[src/rtl/move_sequencer_if.sv]
// Request/pulse bundle between the command source and the move sequencer.
interface move_sequencer_if;
    logic       req_fwd;
    logic       req_rev;
    logic       req_stop;
    logic       req_auto;
    logic [7:0] auto_cycles;
    logic       start;
    logic       start_N;
    logic       stop;
    logic       avto;
    logic       busy;
    logic       dir;
    logic       auto_on;
    logic       done;
    logic       err;

    modport master (
        output req_fwd, req_rev, req_stop, req_auto, auto_cycles,
        input  start, start_N, stop, avto, busy, dir, auto_on, done, err
    );

    modport slave (
        input  req_fwd, req_rev, req_stop, req_auto, auto_cycles,
        output start, start_N, stop, avto, busy, dir, auto_on, done, err
    );
endinterface

[src/rtl/move_sequencer.sv]
// Command sequencer for the TR_P drive: merges manual and auto requests into
// registered start/start_N/stop/avto pulses with a stop-then-dwell interlock.
module move_sequencer #(
    parameter int unsigned RUN_CYC   = 500000,
    parameter int unsigned DWELL_CYC = 50000,
    parameter int unsigned CNT_W     = 20
) (
    input logic            clk,
    input logic            rst,
    move_sequencer_if.slave bus
);
    typedef enum logic [1:0] {IDLE, RUN_F, RUN_R, DWELL} state_t;
    typedef enum logic [1:0] {PEND_NONE, PEND_F, PEND_R} pend_t;

    localparam logic [CNT_W-1:0] RUN_LAST   = CNT_W'(RUN_CYC - 1);
    localparam logic [CNT_W-1:0] DWELL_LAST = CNT_W'(DWELL_CYC - 1);

    state_t           state, state_n;
    pend_t            pend, pend_n;
    logic [7:0]       cyc_left, cyc_left_n;
    logic [CNT_W-1:0] cnt, cnt_n;
    logic             auto_q, auto_n;
    logic             dir_q, dir_d;
    logic             start_q, start_n_q, stop_q, avto_q, done_q, err_q;
    logic             start_d, start_n_d, stop_d, avto_d, done_d, err_d;

    always_ff @(posedge clk) begin
        if (rst) begin
            state     <= IDLE;
            pend      <= PEND_NONE;
            cyc_left  <= '0;
            cnt       <= '0;
            auto_q    <= 1'b0;
            dir_q     <= 1'b0;
            start_q   <= 1'b0;
            start_n_q <= 1'b0;
            stop_q    <= 1'b0;
            avto_q    <= 1'b0;
            done_q    <= 1'b0;
            err_q     <= 1'b0;
        end else begin
            state     <= state_n;
            pend      <= pend_n;
            cyc_left  <= cyc_left_n;
            cnt       <= cnt_n;
            auto_q    <= auto_n;
            dir_q     <= dir_d;
            start_q   <= start_d;
            start_n_q <= start_n_d;
            stop_q    <= stop_d;
            avto_q    <= avto_d;
            done_q    <= done_d;
            err_q     <= err_d;
        end
    end

    always_comb begin
        state_n    = state;
        pend_n     = pend;
        cyc_left_n = cyc_left;
        auto_n     = auto_q;
        unique case (state)
            IDLE: begin
                if (!bus.req_stop) begin
                    if (bus.req_auto) begin
                        if (bus.auto_cycles != '0) begin
                            state_n    = RUN_F;
                            auto_n     = 1'b1;
                            cyc_left_n = bus.auto_cycles;
                            pend_n     = PEND_NONE;
                        end
                    end else if (bus.req_fwd) begin
                        state_n = RUN_F;
                    end else if (bus.req_rev) begin
                        state_n = RUN_R;
                    end
                end
            end
            RUN_F, RUN_R: begin
                if (bus.req_stop) begin
                    state_n = DWELL;
                    pend_n  = PEND_NONE;
                    auto_n  = 1'b0;
                end else if (auto_q) begin
                    if (cnt == RUN_LAST) begin
                        state_n = DWELL;
                        if (state == RUN_F) begin
                            pend_n = PEND_R;
                        end else begin
                            cyc_left_n = cyc_left - 8'd1;
                            pend_n     = (cyc_left == 8'd1) ? PEND_NONE : PEND_F;
                        end
                    end
                end else if (state == RUN_F && bus.req_rev) begin
                    state_n = DWELL;
                    pend_n  = PEND_R;
                end else if (state == RUN_R && bus.req_fwd) begin
                    state_n = DWELL;
                    pend_n  = PEND_F;
                end
            end
            DWELL: begin
                if (bus.req_stop) begin
                    pend_n = PEND_NONE;
                    auto_n = 1'b0;
                end else if (!auto_q) begin
                    if (bus.req_fwd)      pend_n = PEND_F;
                    else if (bus.req_rev) pend_n = PEND_R;
                end
                // A request on the expiry cycle itself still steers the exit.
                if (cnt == DWELL_LAST) begin
                    unique case (pend_n)
                        PEND_F:  state_n = RUN_F;
                        PEND_R:  state_n = RUN_R;
                        default: begin
                            state_n = IDLE;
                            auto_n  = 1'b0;
                        end
                    endcase
                    pend_n = PEND_NONE;
                end
            end
            default: state_n = IDLE;
        endcase

        if (state_n != state)
            cnt_n = '0;
        else if (state == DWELL || auto_q)
            cnt_n = cnt + CNT_W'(1);
        else
            cnt_n = cnt;
    end

    // Pulses are decoded from the transition about to be registered.
    always_comb begin
        start_d   = (state_n == RUN_F) && (state != RUN_F);
        start_n_d = (state_n == RUN_R) && (state != RUN_R);
        stop_d    = ((state == RUN_F || state == RUN_R) && state_n == DWELL) ||
                    (state == IDLE && bus.req_stop);
        avto_d    = (state == IDLE) && (state_n == RUN_F) && auto_n;
        done_d    = (state == DWELL) && (state_n == IDLE) && auto_q && !bus.req_stop;
        err_d     = (state == IDLE) && !bus.req_stop && bus.req_auto &&
                    (bus.auto_cycles == '0);
        dir_d     = start_n_d ? 1'b1 : (start_d ? 1'b0 : dir_q);
    end

    assign bus.start   = start_q;
    assign bus.start_N = start_n_q;
    assign bus.stop    = stop_q;
    assign bus.avto    = avto_q;
    assign bus.done    = done_q;
    assign bus.err     = err_q;
    assign bus.dir     = dir_q;
    assign bus.auto_on = auto_q;
    assign bus.busy    = (state != IDLE);
endmodule

[src/flat_wrapper.sv]
// flat-port wrapper written by rule: the top's interface ports become plain ports
module move_sequencer_flat 
#(
    parameter int unsigned RUN_CYC   = 500000,
    parameter int unsigned DWELL_CYC = 50000,
    parameter int unsigned CNT_W     = 20
)
  (clk, rst, bus_req_fwd, bus_req_rev, bus_req_stop, bus_req_auto, bus_auto_cycles, bus_start, bus_start_N, bus_stop, bus_avto, bus_busy, bus_dir, bus_auto_on, bus_done, bus_err);
  move_sequencer_if bus_i ();
  input logic clk;
  input logic rst;
  input wire logic [$bits(bus_i.req_fwd)-1:0] bus_req_fwd;
  input wire logic [$bits(bus_i.req_rev)-1:0] bus_req_rev;
  input wire logic [$bits(bus_i.req_stop)-1:0] bus_req_stop;
  input wire logic [$bits(bus_i.req_auto)-1:0] bus_req_auto;
  input wire logic [$bits(bus_i.auto_cycles)-1:0] bus_auto_cycles;
  output wire logic [$bits(bus_i.start)-1:0] bus_start;
  output wire logic [$bits(bus_i.start_N)-1:0] bus_start_N;
  output wire logic [$bits(bus_i.stop)-1:0] bus_stop;
  output wire logic [$bits(bus_i.avto)-1:0] bus_avto;
  output wire logic [$bits(bus_i.busy)-1:0] bus_busy;
  output wire logic [$bits(bus_i.dir)-1:0] bus_dir;
  output wire logic [$bits(bus_i.auto_on)-1:0] bus_auto_on;
  output wire logic [$bits(bus_i.done)-1:0] bus_done;
  output wire logic [$bits(bus_i.err)-1:0] bus_err;
  assign bus_i.req_fwd = bus_req_fwd;
  assign bus_i.req_rev = bus_req_rev;
  assign bus_i.req_stop = bus_req_stop;
  assign bus_i.req_auto = bus_req_auto;
  assign bus_i.auto_cycles = bus_auto_cycles;
  assign bus_start = bus_i.start;
  assign bus_start_N = bus_i.start_N;
  assign bus_stop = bus_i.stop;
  assign bus_avto = bus_i.avto;
  assign bus_busy = bus_i.busy;
  assign bus_dir = bus_i.dir;
  assign bus_auto_on = bus_i.auto_on;
  assign bus_done = bus_i.done;
  assign bus_err = bus_i.err;
  move_sequencer #(.RUN_CYC(RUN_CYC), .DWELL_CYC(DWELL_CYC), .CNT_W(CNT_W)) u_core (.clk(clk), .rst(rst), .bus(bus_i));
endmodule
[config.mk]
export PLATFORM = sky130hd
export DESIGN_NAME = move_sequencer_flat
export DESIGN_NICKNAME = d
export VERILOG_FILES = /design/src/rtl/move_sequencer_if.sv /design/src/rtl/move_sequencer.sv /design/src/flat_wrapper.sv
export SDC_FILE = /design/constraint.sdc
export NUM_CORES = 1
export LEC_CHECK = 0
export CAP_MARGIN = 20
export CORE_MARGIN = 5
export CORE_UTILIZATION = 50
export CTS_BUF_LIST = sky130_fd_sc_hd__clkbuf_4 sky130_fd_sc_hd__clkbuf_8
export CTS_CLUSTER_DIAMETER = 100
export DETAILED_ROUTE_END_ITERATION = 7
export GPL_TIMING_DRIVEN = 0
export PLACE_DENSITY = 0.71
export SYNTH_ARGS = -nofsm -noshare
export SYNTH_HDL_FRONTEND = slang
export SYNTH_SLANG_ARGS = --single-unit
[constraint.sdc]
create_clock -name clk -period 3.55 [get_ports clk]
set_input_delay 0.5325 -clock clk [delete_from_list [all_inputs] [get_ports clk]]
set_output_delay 0.5325 -clock clk [all_outputs]
set_load 0.01 [all_outputs]
==> flow_summary.json <==
{
  "crit_type": "input port to flip-flop",
  "htreeDepth": 2,
  "cts_resized": 0,
  "regToRegSetupSlack_ns": 0.98,
  "hold_path_class": "flip-flop to flip-flop",
  "finalMaxSlewViolations": 0,
  "worstHoldEndpoint": "u_core.pend[0]",
  "final_common_cell": "dfxtp_1",
  "seq_area_sq_um": 800.8,
  "final_cell_mix": "dfxtp_1, nand4_1, nand2_1, clkdlybuf4s50_1, nor2_1",
  "synth_cell_types": 61,
  "clock.fmax_ghz": 0.3647,
  "vias": 2489,
  "diodes": 0,
  "maxCapViolations": 0,
  "seq_area_frac_synth_pct": 29.93,
  "path_max_fanout": 10,
  "rr_endpoint": "u_core.cnt[15]",
  "layout.cells.non_filler": 418,
  "rsz0062_at_grt": "no",
  "routedWlPerCell_microns": 15.88,
  "cts.clk_slew.worst_paths_ns": 0.08,
  "cts_setup_buffers": 0,
  "syn2layout_area_growth_pct": 16.04,
  "drive_gt1_share_pct": 16.95,
  "period_minus_slack_ns": 2.742,
  "powerDensity_nw_per_um2": 462.5,
  "syn_area_sq_um": 2675,
  "hold_path_depth": 2,
  "dp_cells": 410,
  "gr-total-overflow": 0,
  "cts_buffers": 5,
  "outcome": "completed",
  "first_global_vias": 2464,
  "tritoncts": "done",
  "arrival_ns": 2.97,
  "cp.required_ns": 3.78,
  "timing.slew.headroom_pct": 57.11,
  "drc": 0,
  "cp-end-kind": "flip-flop",
  "grt_usage_pct": 19.72,
  "postRouteAntennaNets": 0,
  "antenna_found_initial": 0,
  "setup_viol": 0,
  "yosys_warnings": 0,
  "drtPass1Iterations": 4,
  "worst_slew_pin_slew_ns": 0.6344,
  "skew_ns": 0.01020,
  "postCtsHoldBufs": 0,
  "synth_edf_count": 0,
  "finalHoldViolCount": 0,
  "hp-start": "u_core.pend[0]",
  "drt-total-wl_mm": 6.636,
  "initial_core_util_pct": 52.04,
  "grt_max_degree": 14,
  "drtIter0Drc": 176,
  "rows": 26,
  "coreArea_sq_um": 5140,
  "worstRegToRegCells": 9,
  "synthFlopType": "dfxtp_1",
  "postSynthNetCount": 343,
  "port_buffers": 22,
  "vias_per_cell": 5.955,
  "r2r_start": "u_core.state[0]",
  "io_pins": 23,
  "fillers": 510,
  "tns_ns": 0,
  "ir_drop_mv": 0.3918,
  "ctsRootBufferMaster": "clkbuf_8",
  "multi_input_area_sq_um": 1698,
  "cts_sinks": 40,
  "die_w_microns": 83.15,
  "ys_ff_latch": 40,
  "gp_congestion": 0.9086,
  "fp.dieArea_sq_um": 6913,
  "critPathLaunchType": "input port",
  "die_h_microns": 83.15,
  "clock_latency_ns": 0.30,
  "synthCells": 318,
  "nets": 372,
  "dpl.hpwl_mm": 4.892,
  "grt_pass1_wl_mm": 11.57,
  "finalCritPeriodShare_pct": 77.25,
  "async_reset_ff_share_pct": 0,
  "clockBufferDepth": 2,
  "syn_area_per_cell_sq_um": 8.412,
  "p_leak_nw": 1.133
}
## per-layer routing
| layer | up-vias | global-route usage (%) | routed length (microns) |
|---|---|---|---|
| li1 | 1245 | - | - |
| met1 | 1164 | 27.77 | 3216 |
| met2 | 72 | 29.96 | 2956 |
| met3 | 8 | 4.554 | 403 |
| met4 | 0 | 5.646 | 61 |
| met5 | - | 0 | 0 |
## synthesized netlist by cell type, drive strengths merged, types with 2 or more instances
| cell type | n | area, sq um |
|---|---|---|
| dfxtp | 40 | 800.8 |
| a21oi | 36 | 255.3 |
| nand4 | 33 | 206.5 |
| nand2 | 24 | 90.09 |
| nor2 | 21 | 78.83 |
| buf | 16 | 105.1 |
| inv | 14 | 52.55 |
| ha | 11 | 137.6 |
| nor4 | 11 | 81.32 |
| xor2 | 10 | 87.58 |
| xnor2 | 9 | 78.83 |
| nand3 | 8 | 40.04 |
| nand2b | 6 | 37.54 |
| and3 | 5 | 31.28 |
| clkbuf | 5 | 18.77 |
| nor3 | 5 | 25.02 |
| o21ai | 5 | 25.02 |
| o22ai | 5 | 31.28 |
| a211oi | 4 | 30.03 |
| nand3b | 4 | 30.03 |
| a21bo | 3 | 30.03 |
| and2 | 3 | 22.53 |
| and4 | 3 | 26.28 |
| nor2b | 3 | 18.77 |
| a2111oi | 2 | 25.02 |
| a311oi | 2 | 17.52 |
| a41oi | 2 | 25.03 |
| and4bb | 2 | 25.02 |
| mux2 | 2 | 22.52 |
| nor4b | 2 | 23.77 |
| o32ai | 2 | 17.52 |
| or3 | 2 | 12.51 |
## worst max-delay path by stage
stage / start / to / slack, ns / cells after the start
after floorplan: u_core.cnt[0] / u_core.cnt[18] / 1.43 / 10
after global placement: bus_req_stop / u_core.cnt[9] / 0.59 / 10
after detailed placement: bus_req_stop / u_core.cnt[15] / 0.58 / 10
after CTS: bus_req_stop / u_core.cnt[15] / 0.82 / 10
after global routing: bus_req_stop / u_core.cnt[15] / 0.61 / 10
final: bus_req_stop / u_core.cnt[15] / 0.81 / 10
## power by group
part	total (mW)	switching, mW	internal, mW
clock network	0.409	0.179	0.230
logic	0.515	0.322	0.193
registers	0.511	0.0294	0.482
total	1.44	0.530	0.906
## cell families (layout without fill, tap and decap cells)
kind of cell,count (synthesis),in the layout,share of synthesized area [%]
muxes,3,3,1.216
adders and majority gates,11,11,5.145
xor gates and xnor gates,19,19,6.221
AOI/OAI and AO/OA,76,76,22.27
buffers and inverters,35,65,6.595
DFF,40,40,29.93
and+or+nand+nor,134,134,28.63
## worst max-delay path: stages
cell	delay [ns]
clkdlybuf4s50_1	0.55
clkbuf_1	0.39
a211o_1	0.20
inv_1	0.06
ha_1	0.18
and3_1	0.14
o211ai_1	0.34
nand3_1	0.15
buf_2	0.25
a21oi_2	0.16
## registers in the layout (all words and copies together) (netlist names)
signal / flops
u_core.bus.done: 1
u_core.pend: 2
u_core.state: 2
u_core.bus.stop: 1
u_core.bus.err: 1
u_core.cnt: 20
u_core.bus.avto: 1
u_core.bus.auto_on: 1
u_core.bus.dir: 1
u_core.bus.start: 1
u_core.cyc_left: 8
u_core.bus.start_N: 1
## final cells by class
cell class                 instances  area share (%)
tap                               70           2.821
timing repair buffer              22           7.094
clock buffer                       6           2.660
sequential                        40           25.80
multi-input combinational        243           54.70
inverter                          14           1.693
clock inverter                     2           1.249
buffer                            21           3.990
## per-stage QoR
step | power, mW | instance area, sq um | utilization (%) | worst slack [ns] | hold slack (ns)
after floorplan | 0.8817 | 2675 | - | 1.425 | 0.4363
after global placement | 1.021 | 2983 | 58.03 | 0.5874 | 0.4471
after detailed placement | 1.028 | 2983 | 58.03 | 0.5849 | 0.4561
after CTS | 1.428 | 3104 | 60.39 | 0.8202 | 0.4681
after global routing | 1.519 | 3104 | 60.39 | 0.6149 | 0.4747
final | 1.436 | 3104 | 60.39 | 0.8077 | 0.4625
(Power assumes the default switching activity.)
